<file path="config.mk">
export PLATFORM = sky130hd
export DESIGN_NAME = quad_encoder_gen_flat
export DESIGN_NICKNAME = d
export VERILOG_FILES = /design/src/rtl/quad_encoder_gen_if.sv /design/src/rtl/quad_encoder_gen.sv /design/src/flat_wrapper.sv
export SDC_FILE = /design/constraint.sdc
export NUM_CORES = 1
export LEC_CHECK = 0
export CAP_MARGIN = 15
export CORE_MARGIN = 1
export CORE_UTILIZATION = 45
export CTS_CLUSTER_DIAMETER = 80
export DETAILED_ROUTE_END_ITERATION = 16
export DONT_BUFFER_PORTS = 1
export PLACE_DENSITY_LB_ADDON = 0.12
export SYNTH_ARGS = -nofsm -noshare
export SYNTH_HDL_FRONTEND = slang
export SYNTH_SLANG_ARGS = --single-unit
</file>
<file path="constraint.sdc">
create_clock -name clk_sys -period 10.8 [get_ports clk_sys]
set_input_delay 2.7 -clock clk_sys [delete_from_list [all_inputs] [get_ports clk_sys]]
set_output_delay 2.7 -clock clk_sys [all_outputs]
set_load 0.02 [all_outputs]
</file>
<file path="src/rtl/quad_encoder_gen_if.sv">
// Bundle of per-channel control inputs and quadrature outputs for
// quad_encoder_gen. The joystick/hps_io side is the master, the encoder
// synthesiser is the slave.
interface quad_encoder_gen_if #(
    parameter int CHANNELS = 2,
    parameter int POS_W    = 8
);
    logic [2*CHANNELS-1:0]     mode;
    logic [CHANNELS-1:0]       left;
    logic [CHANNELS-1:0]       right;
    logic [8*CHANNELS-1:0]     analog;
    logic [CHANNELS-1:0]       ext_a;
    logic [CHANNELS-1:0]       ext_b;
    logic                      ext_en;
    logic [CHANNELS-1:0]       enc_a;
    logic [CHANNELS-1:0]       enc_b;
    logic [CHANNELS-1:0]       src_ext;
    logic [POS_W*CHANNELS-1:0] position;

    modport master (
        output mode, left, right, analog, ext_a, ext_b, ext_en,
        input  enc_a, enc_b, src_ext, position
    );

    modport slave (
        input  mode, left, right, analog, ext_a, ext_b, ext_en,
        output enc_a, enc_b, src_ext, position
    );
endinterface

</file>
<file path="src/rtl/quad_encoder_gen.sv">
// Multi-channel quadrature encoder synthesiser for paddle/spinner cores.
// Each channel turns digital left/right, a signed analog stick or an
// absolute paddle position into A/B quadrature steps, and hands the outputs
// over to a physical encoder on the user port whenever that one moves.
// Optional build macro QUAD_EXT_FILTER_EN adds a 4-cycle stability filter
// on the synchronised external encoder inputs.
module quad_encoder_gen #(
    parameter int CHANNELS    = 2,
    parameter int DIV_W       = 16,
    parameter int DIV_SLOW    = 5500,
    parameter int DIV_FAST    = 1375,
    parameter int ACCEL_STEPS = 32,
    parameter int POS_W       = 8
) (
    input  logic              clk_sys,
    input  logic              reset,
    quad_encoder_gen_if.slave bus
);
    localparam int ACC_W = $clog2(ACCEL_STEPS + 2);
    localparam logic [DIV_W-1:0] SLOW_P  = DIV_W'(DIV_SLOW);
    localparam logic [DIV_W-1:0] FAST_P  = DIV_W'(DIV_FAST);
    localparam logic [ACC_W-1:0] ACC_MAX = ACC_W'(ACCEL_STEPS);

    logic [CHANNELS-1:0]       enc_a_w;
    logic [CHANNELS-1:0]       enc_b_w;
    logic [CHANNELS-1:0]       src_w;
    logic [POS_W*CHANNELS-1:0] pos_w;

    genvar gi;
    for (gi = 0; gi < CHANNELS; gi++) begin : g_ch
        logic [1:0]       md;
        logic [7:0]       an;
        logic [1:0]       ext_raw;
        logic [1:0]       sync1_q, sync2_q, ext_val, ext_prev_q;
        logic [1:0]       phase_q, phase_d;
        logic [POS_W-1:0] pos_q, pos_d, target;
        logic [DIV_W-1:0] div_q, div_d, div_cur, period, an_period;
        logic [ACC_W-1:0] accel_q, accel_d, acc_cur;
        logic [1:0]       mode_q;
        logic             req_q, dir_q, src_q, src_d;
        logic [1:0]       enc_q, enc_d;
        logic             req, dir_up, restart, step, ext_chg;
        logic [7:0]       s_val;
        logic [6:0]       mag;

        assign md      = bus.mode[2*gi +: 2];
        assign an      = bus.analog[8*gi +: 8];
        assign ext_raw = {bus.ext_a[gi], bus.ext_b[gi]};

        // Two-flop synchroniser for the asynchronous user-port encoder pins
        always_ff @(posedge clk_sys) begin
            if (reset) begin
                sync1_q <= 2'b00;
                sync2_q <= 2'b00;
            end else begin
                sync1_q <= ext_raw;
                sync2_q <= sync1_q;
            end
        end

`ifdef QUAD_EXT_FILTER_EN
        logic [1:0]      filt_q;
        logic [1:0][1:0] stab_q;

        // Accept a new pin level only after it has differed from the
        // filtered value for four consecutive cycles
        always_ff @(posedge clk_sys) begin
            if (reset) begin
                filt_q <= 2'b00;
                stab_q <= '0;
            end else begin
                for (int b = 0; b < 2; b++) begin
                    if (sync2_q[b] == filt_q[b]) begin
                        stab_q[b] <= 2'd0;
                    end else if (stab_q[b] == 2'd3) begin
                        filt_q[b] <= sync2_q[b];
                        stab_q[b] <= 2'd0;
                    end else begin
                        stab_q[b] <= stab_q[b] + 2'd1;
                    end
                end
            end
        end

        assign ext_val = filt_q;
`else
        assign ext_val = sync2_q;
`endif

        // Step request, period selection and next-state for one channel
        always_comb begin
            s_val = an ^ 8'h80;
            if (!s_val[7])                mag = s_val[6:0];
            else if (s_val[6:0] == 7'd0)  mag = 7'h7F;   // -128 clamps to 127
            else                          mag = ~s_val[6:0] + 7'd1;
            an_period = SLOW_P >> mag[6:5];
            if (an_period < FAST_P) an_period = FAST_P;
            target = POS_W'(an);

            req    = 1'b0;
            dir_up = 1'b0;
            case (md)
                2'b00: begin
                    req    = bus.left[gi] ^ bus.right[gi];
                    dir_up = bus.right[gi];
                end
                2'b01: begin
                    req    = (mag >= 7'd16);
                    dir_up = ~s_val[7];
                end
                2'b10: begin
                    req    = (pos_q != target);
                    dir_up = (target > pos_q);
                end
                default: ;
            endcase

            // A mode change or a digital reversal starts timing afresh,
            // exactly as if the request had just appeared
            restart = (md != mode_q) ||
                      ((md == 2'b00) && req && req_q && (dir_up != dir_q));
            div_cur = restart ? '0 : div_q;
            acc_cur = restart ? '0 : accel_q;

            case (md)
                2'b00:   period = (acc_cur >= ACC_MAX) ? FAST_P : SLOW_P;
                2'b01:   period = an_period;
                default: period = FAST_P;
            endcase

            step  = req && (div_cur == period - DIV_W'(1));
            div_d = (!req || step) ? '0 : div_cur + DIV_W'(1);

            accel_d = '0;
            if ((md == 2'b00) && req)
                accel_d = (step && (acc_cur < ACC_MAX)) ? acc_cur + ACC_W'(1) : acc_cur;

            phase_d = phase_q;
            pos_d   = pos_q;
            if (step) begin
                if (dir_up) begin
                    phase_d = {phase_q[0], ~phase_q[1]};
                    pos_d   = pos_q + POS_W'(1);
                end else begin
                    phase_d = {~phase_q[0], phase_q[1]};
                    pos_d   = pos_q - POS_W'(1);
                end
            end

            // Internal stepping always reclaims the channel
            ext_chg = bus.ext_en && (ext_val != ext_prev_q);
            if (!bus.ext_en || step) src_d = 1'b0;
            else if (ext_chg)        src_d = 1'b1;
            else                     src_d = src_q;

            enc_d = src_d ? ext_val : phase_d;
        end

        // Channel state and registered quadrature outputs
        always_ff @(posedge clk_sys) begin
            if (reset) begin
                phase_q    <= 2'b00;
                pos_q      <= '0;
                div_q      <= '0;
                accel_q    <= '0;
                mode_q     <= 2'b00;
                req_q      <= 1'b0;
                dir_q      <= 1'b0;
                src_q      <= 1'b0;
                enc_q      <= 2'b00;
                ext_prev_q <= 2'b00;
            end else begin
                phase_q    <= phase_d;
                pos_q      <= pos_d;
                div_q      <= div_d;
                accel_q    <= accel_d;
                mode_q     <= md;
                req_q      <= req;
                if (req) dir_q <= dir_up;
                src_q      <= src_d;
                enc_q      <= enc_d;
                ext_prev_q <= ext_val;
            end
        end

        assign enc_a_w[gi]              = enc_q[1];
        assign enc_b_w[gi]              = enc_q[0];
        assign src_w[gi]                = src_q;
        assign pos_w[POS_W*gi +: POS_W] = pos_q;
    end

    assign bus.enc_a    = enc_a_w;
    assign bus.enc_b    = enc_b_w;
    assign bus.src_ext  = src_w;
    assign bus.position = pos_w;
endmodule
</file>
<file path="src/flat_wrapper.sv">
// flat-port wrapper written by rule: the top's interface ports become plain ports
module quad_encoder_gen_flat 
#(
    parameter int CHANNELS    = 2,
    parameter int DIV_W       = 16,
    parameter int DIV_SLOW    = 5500,
    parameter int DIV_FAST    = 1375,
    parameter int ACCEL_STEPS = 32,
    parameter int POS_W       = 8
)
  (clk_sys, reset, bus_mode, bus_left, bus_right, bus_analog, bus_ext_a, bus_ext_b, bus_ext_en, bus_enc_a, bus_enc_b, bus_src_ext, bus_position);
  quad_encoder_gen_if #(.CHANNELS(CHANNELS), .POS_W(POS_W)) bus_i ();
  input  logic clk_sys;
  input  logic reset;
  input wire logic [$bits(bus_i.mode)-1:0] bus_mode;
  input wire logic [$bits(bus_i.left)-1:0] bus_left;
  input wire logic [$bits(bus_i.right)-1:0] bus_right;
  input wire logic [$bits(bus_i.analog)-1:0] bus_analog;
  input wire logic [$bits(bus_i.ext_a)-1:0] bus_ext_a;
  input wire logic [$bits(bus_i.ext_b)-1:0] bus_ext_b;
  input wire logic [$bits(bus_i.ext_en)-1:0] bus_ext_en;
  output wire logic [$bits(bus_i.enc_a)-1:0] bus_enc_a;
  output wire logic [$bits(bus_i.enc_b)-1:0] bus_enc_b;
  output wire logic [$bits(bus_i.src_ext)-1:0] bus_src_ext;
  output wire logic [$bits(bus_i.position)-1:0] bus_position;
  assign bus_i.mode = bus_mode;
  assign bus_i.left = bus_left;
  assign bus_i.right = bus_right;
  assign bus_i.analog = bus_analog;
  assign bus_i.ext_a = bus_ext_a;
  assign bus_i.ext_b = bus_ext_b;
  assign bus_i.ext_en = bus_ext_en;
  assign bus_enc_a = bus_i.enc_a;
  assign bus_enc_b = bus_i.enc_b;
  assign bus_src_ext = bus_i.src_ext;
  assign bus_position = bus_i.position;
  quad_encoder_gen #(.CHANNELS(CHANNELS), .DIV_W(DIV_W), .DIV_SLOW(DIV_SLOW), .DIV_FAST(DIV_FAST), .ACCEL_STEPS(ACCEL_STEPS), .POS_W(POS_W)) u_core (.clk_sys(clk_sys), .reset(reset), .bus(bus_i));
endmodule
</file>
==> flow_summary.toml, run 1 <==
[outcome]
status = "complete, but fails checks"
violations = "design-rule violations"

[final_layout]
fin_nets = 712
layout_common_cells = "90 x dfxtp_1, 72 x nor2_1, 45 x nand2_1"
syn_to_final_growth_pct = 7.61
layout-drive-gt1-share_pct = 5.09
fill_cells = 1112
design_area_sq_mm = 0.00580
diodes = 0
final_common_cell = "dfxtp_1"

[global_route]
grt_pass1_vias = 4285
met1_usage_pct = 25.1
grtUsageMet2_pct = 32.8
top_usage_layer = "met2"
grt_pass1_wl_um = 20100
antenna_found_initial = 0
grt_max_degree = 50
grt_use_met3_pct = 4.08
grt-ovfl-total = 0
track_usage_pct = 19.8

[synthesis]
synth_sequential_area_ratio_pct = 33.4
netlist_area_sq_mm = 0.00539
synth.distinct_cells = 61
postSynthNetCount = 719
async_flop_share_pct = 0
synth_edf_count = 0
postSynthAreaPerCell_sq_um = 8.29
synth_seq_cells = 90
yosysWarningCount = 0
synth_flop_cell = "dfxtp_1"
postSynthCellCount = 650

[clock_tree]
cts_buffer_depth = 2
post-cts-setup-buffer-count = 0
cts_resized = 0
clkSlewWorstSetupHoldPaths_ns = 0.06
cts_tree = "built"
numCtsBuffers = 9
clock-sinks = 90
cts_root_buf = "clkbuf_16"
hold_buffers = 0
htreeDepth = 3
clk-insertion-delay-late_ns = 0.35

[placed_design]
numPortBuffers = 0
dpl.hpwl_um = 8590
place_ws_ns = 4.47
place_congestion = 0.862
place_area_sq_mm = 0.00550

[timing]
timing.final.crit_period_ns = 6.00
slew_viol_final = 0
finalHoldViolations = 0
fmax_mhz = 167
worst_slack_ns = 4.80
grt_setup_unrepaired = "false"
hold_ws_ns = 0.448
worst_pin_slew_ns = 1.16
fin_skew_ns = 0.00751
slew_headroom_pct = 23.0
period_share_pct = 55.6
setup-tns-final_ns = 0
final-setup-viol-count = 0

[critical_path]
worstRegToRegCells = 15
worstSetupStartpointType = "input pin"
crit_type = "input pin to flip-flop"
crit_end = "u_core.g_ch[1].accel_q[3]"
startpoint = "bus_analog[11]"
r2r-start = "u_core.g_ch[0].pos_q[5]"
rr_endpoint = "u_core.g_ch[0].pos_q[7]"
regToRegSetupSlack_ns = 6.51
arrival_ns = 6.28
worstPathMaxFanout = 23
endpoint_kind = "flip-flop"
worstPathRequired_ns = 11.08

[detailed_routing]
remaining_drc_errors = 3
vias = 4431
antenna_left = 0
drt_first_pass_iters = 12
routed_wl_um = 11500
drt-initial-drc-count = 175
post_drt_via_cell_ratio = 5.60
wl_per_cell_um = 14.5

[floorplan]
die_h_um = 111
fp.dieW_um = 111
io-pin-count = 53
coreArea_sq_mm = 0.0116
start_util_pct = 46.6
dieArea_sq_mm = 0.0124
rows = 39

[flow_run]
cap_violations = 0

[min_path]
min_path_type = "flip-flop to flip-flop"

[pwr]
p_per_area_mw_per_mm2 = 123
p_leak_nw = 2.23
ir_drop_uv = 70.9
[synth_stat cells, types with 3 or more instances]
master    count  share of area (%)
a211oi_1      5               0.70
a21o_1       12                1.7
a21oi_1      36                3.3
a31o_2        3               0.49
a31oi_1       5               0.58
and2_1       15                1.7
and3_1        8               0.93
and4_1        3               0.49
clkbuf_1     15                1.0
dfxtp_1      90                 33
ha_1         36                8.4
inv_1        31                2.2
mux2_2        4               0.84
mux2i_1      10                1.9
nand2_1      45                3.1
nand2b_1     12                1.4
nand3_1      28                2.6
nand3b_1      3               0.42
nand4_1       9                1.0
nand4b_1      4               0.65
nor2_1       72                5.0
nor2b_1      21                2.4
nor3_1       18                1.7
nor4_1        8               0.93
o211ai_1      4               0.56
o21a_1       10                1.4
o21ai_0      21                1.9
o21bai_1      5               0.70
o31ai_1       5               0.70
or2_2         5               0.58
or3_1         8               0.93
xnor2_1      22                3.6
xor2_1       40                6.5
[kinds of logic after synthesis]
family	after synthesis	synth area share, %
buf+inv	50	3.67
simple gates	268	25.4
compound gates	128	15.6
flops	90	33.4
fa+ha+maj	38	9.10
mux	14	2.69
xor+xnor	62	10.1
[where the power goes]
part           internal, mW  switching [mW]  total, mW
logic                0.0271          0.0383     0.0655
clock network         0.176           0.134      0.310
registers             0.337         0.00405      0.341
total                 0.540           0.176      0.716
[flip-flops by register name, summed over array words and instances, names as in the netlist, 4 cells and up]
register,count
u_core.g_ch.mode_q,4
u_core.g_ch.ext_prev_q,4
u_core.g_ch.phase_q,4
u_core.g_ch.ext_val,4
u_core.g_ch.enc_q,4
u_core.g_ch.pos_q,16
u_core.g_ch.accel_q,12
u_core.g_ch.div_q,32
u_core.g_ch.sync1_q,4
[final cells by class]
class	count	area, sq um	area share, %
Sequential cell	90	1800	31.1
Inverter	31	116	2.01
Timing Repair Buffer	1	7.51	0.129
Clock inverter	4	32.5	0.561
Multi-Input combinational cell	510	3400	58.6
Clock buffer	12	267	4.59
Tap cell	143	179	3.08
[routing by layer]
metal / share of wire, % / vias to the layer above
met4: 2.0 / 0
met3: 4.0 / 18
li1: - / 2269
met2: 46 / 87
met1: 48 / 2057
met5: 0 / -
[how the worst min path moves through the flow]
stage                         startpoint                        end  cells after the start
6_report       u_core.g_ch[1].sync1_q[0]  u_core.g_ch[1].ext_val[0]                      1
5_1_grt        u_core.g_ch[0].sync1_q[1]  u_core.g_ch[0].ext_val[1]                      1
4_1_cts        u_core.g_ch[0].sync1_q[0]  u_core.g_ch[0].ext_val[0]                      1
3_5_place_dp   u_core.g_ch[1].sync1_q[0]  u_core.g_ch[1].ext_val[0]                      1
3_3_place_gp   u_core.g_ch[0].sync1_q[1]  u_core.g_ch[0].ext_val[1]                      1
2_1_floorplan  u_core.g_ch[0].sync1_q[0]  u_core.g_ch[0].ext_val[0]                      1
[critical path, stage by stage]
cell,delay (ns)
nor4_1,0.40
nand3_1,0.13
a211oi_1,0.37
nor2_1,0.12
a21oi_1,0.14
ha_1,0.25
xnor2_1,0.14
nor4_1,0.29
nand4_1,0.12
nor4_1,0.41
o221ai_2,0.55
or3_1,0.51
a21oi_1,0.14
[per-stage QoR]
stage / std cells / power, mW / utilization (%)
floorplan: 650 / 0.406 / -
global placement: 775 / 0.412 / 47.6
detailed placement: 775 / 0.414 / 47.6
CTS: 791 / 0.728 / 50.2
global route: 791 / 0.748 / 50.2
finish: 791 / 0.716 / 50.2
Note: power is estimated with default switching activity, not from simulation.
==> run 2: changes to the inputs <==
- clock period: 10.8 -> 4.83 ns (I/O delays scaled with it)
==> run 2 against run 1 <==
The flow still finishes with violations (design-rule violations). Worst hold slack lost 0.0078 ns. Combinational power up 140%. Die area stayed put. Setup slack lost 4.3 ns. Non-clock buffer count grew 11. Largest cell class unchanged. Cell area grew 2.3%. Critical endpoint is now u_core.g_ch[1].pos_q[7]. Critical path type unchanged. Largest power group is now clock. Via count increased by 0.29%. Sequential share of layout area fell by 0.70 points. First-iteration DRC count rose by 6.3%. Sequential power is 120% higher. Critical path depth increased by 1.
==> flow_summary.toml, run 2 (synthesis results as in run 1) <==
[outcome]
status = "complete, but fails checks"
violations = "design-rule violations"

[detailed_routing]
remaining_drc_errors = 3
wl_per_cell_um = 14.4
routed_wl_um = 11500
drt_first_pass_iters = 11
antenna_left = 0
vias = 4444
drt-initial-drc-count = 186
post_drt_via_cell_ratio = 5.54

[timing]
finalHoldViolations = 0
setup-tns-final_ns = 0
final-setup-viol-count = 0
slew_viol_final = 0
worst_slack_ns = 0.520
grt_setup_unrepaired = "false"
worst_pin_slew_ns = 0.670
period_share_pct = 89.2
timing.final.crit_period_ns = 4.31
fmax_mhz = 232
hold_ws_ns = 0.440
slew_headroom_pct = 55.3
fin_skew_ns = 0.00856

[floorplan]
die_h_um = 111
coreArea_sq_mm = 0.0116
dieArea_sq_mm = 0.0124
fp.dieW_um = 111
rows = 39
io-pin-count = 53
start_util_pct = 46.6

[clock_tree]
cts_resized = 0
clock-sinks = 90
numCtsBuffers = 9
cts_buffer_depth = 2
post-cts-setup-buffer-count = 0
clkSlewWorstSetupHoldPaths_ns = 0.07
hold_buffers = 0
clk-insertion-delay-late_ns = 0.35
cts_root_buf = "clkbuf_16"
htreeDepth = 3
cts_tree = "built"

[critical_path]
worstPathMaxFanout = 16
path_depth = 14
endpoint_kind = "flip-flop"
worstRegToRegCells = 14
regToRegSetupSlack_ns = 0.84
startpoint = "bus_analog[11]"
critPathBufInv = 1
rr_endpoint = "u_core.g_ch[0].accel_q[4]"
cp_common_cell = "nor4_1"
cpLargestDelayFamily = "simple AND/OR/NAND/NOR gates"
cpPeakStageDelay_ns = 0.43
cp_cell_sequence = "nor4_1 -> nand3_1 -> a211oi_1 -> nor2_1 -> a21oi_1 -> ha_1 -> xnor2_1 -> nor4_1 -> nand4_1 -> nor4_1 -> o221ai_2 -> buf_4 -> o21ai_0 -> a21oi_1"
arrival_ns = 4.55
crit_end = "u_core.g_ch[1].pos_q[7]"
r2r-start = "u_core.g_ch[0].pos_q[7]"
worstPathRequired_ns = 5.07
crit_type = "input pin to flip-flop"
worstSetupStartpointType = "input pin"
worst_path_max_delay_cell = "nor4_1"

[placed_design]
place_inst = 786
numPortBuffers = 0
dpl.hpwl_um = 8690
place_ws_ns = 0.134
place_congestion = 0.843

[global_route]
antenna_found_initial = 0
grt-ovfl-total = 0
grt_pass1_vias = 4227
grt_max_degree = 50
grt_pass1_wl_um = 19900
track_usage_pct = 19.7

[flow_run]
cap_violations = 0

[final_layout]
fin_cells = 802
fill_cells = 1105
layout-drive-gt1-share_pct = 6.68
largest_register_ffs = 32
reg_top3 = "u_core.g_ch.div_q (32), u_core.g_ch.pos_q (16), u_core.g_ch.accel_q (12)"
final_common_cell = "dfxtp_1"
largest-register = "u_core.g_ch.div_q"
fin_nets = 723
diodes = 0
syn_to_final_growth_pct = 10.1
layout_common_cells = "90 x dfxtp_1, 72 x nor2_1, 45 x nand2_1"

[pwr]
ir_drop_uv = 156
p_leak_nw = 2.31
p_per_area_mw_per_mm2 = 292

[min_path]
min_path_type = "flip-flop to flip-flop"
[run 2: cell count changes in the layout (fill, tap and decap cells not counted), sizes merged]
cell / change
buf: +11
bufinv: +3
clkbuf: -3
clkinv: +1
clkinvlp: -2
inv: +1
[run 2: worst reg2reg max path: stages, from the launching register on]
cell	delay [ns]
dfxtp_1	0.51
inv_1	0.11
ha_1	0.32
and4_1	0.23
nand2_1	0.08
a311oi_1	0.34
o21bai_1	0.21
o21a_1	0.25
ha_1	0.21
xnor2_1	0.12
nor4_1	0.25
o2111ai_1	0.29
or2_1	0.35
or4_1	0.47
a21oi_1	0.15
[run 2: area by class of cell]
type                            count  area (sq um)  area share, %
Tap cell                          143           179           3.01
Clock buffer                        9           225           3.79
Inverter                           31           116           1.96
Sequential cell                    90          1800           30.4
Timing Repair Buffer               12          90.1           1.52
Multi-Input combinational cell    510          3400           57.3
Clock inverter                      7           125           2.11
[run 2: metal layers]
metal	part of all wire (%)	vias up	GRT usage (%)
met1	48	2069	24.9
met5	0	-	0
li1	-	2288	-
met2	48	77	32.7
met3	4.0	10	5.23
met4	0.71	0	6.31
[run 2: how the worst min path moves through the flow]
stage               slack (ns)                      start  cells past startpoint                         to
global route              0.46  u_core.g_ch[0].sync1_q[1]                      1  u_core.g_ch[0].ext_val[1]
floorplan                 0.41  u_core.g_ch[0].sync1_q[0]                      1  u_core.g_ch[0].ext_val[0]
global placement          0.42  u_core.g_ch[1].sync1_q[0]                      1  u_core.g_ch[1].ext_val[0]
detailed placement        0.43  u_core.g_ch[0].sync1_q[1]                      1  u_core.g_ch[0].ext_val[1]
CTS                       0.45  u_core.g_ch[0].sync1_q[0]                      1  u_core.g_ch[0].ext_val[0]
finish                    0.44  u_core.g_ch[0].sync1_q[1]                      1  u_core.g_ch[0].ext_val[1]
[run 2: where the power goes]
group / leakage, nW / internal (mW) / switching [mW]
sequential: 0.730 / 0.754 / 0.00928
clock: 0.171 / 0.511 / 0.307
combinational: 1.41 / 0.0655 / 0.0883
total: 2.31 / 1.33 / 0.404
[run 2: through the flow]
step / total power, mW / util [%] / area, sq um
2_1_floorplan: 0.907 / - / 5390
3_3_place_gp: 0.929 / 48.3 / 5590
3_5_place_dp: 0.934 / 48.3 / 5590
4_1_cts: 1.75 / 51.3 / 5940
5_1_grt: 1.80 / 51.3 / 5940
6_report: 1.73 / 51.3 / 5940
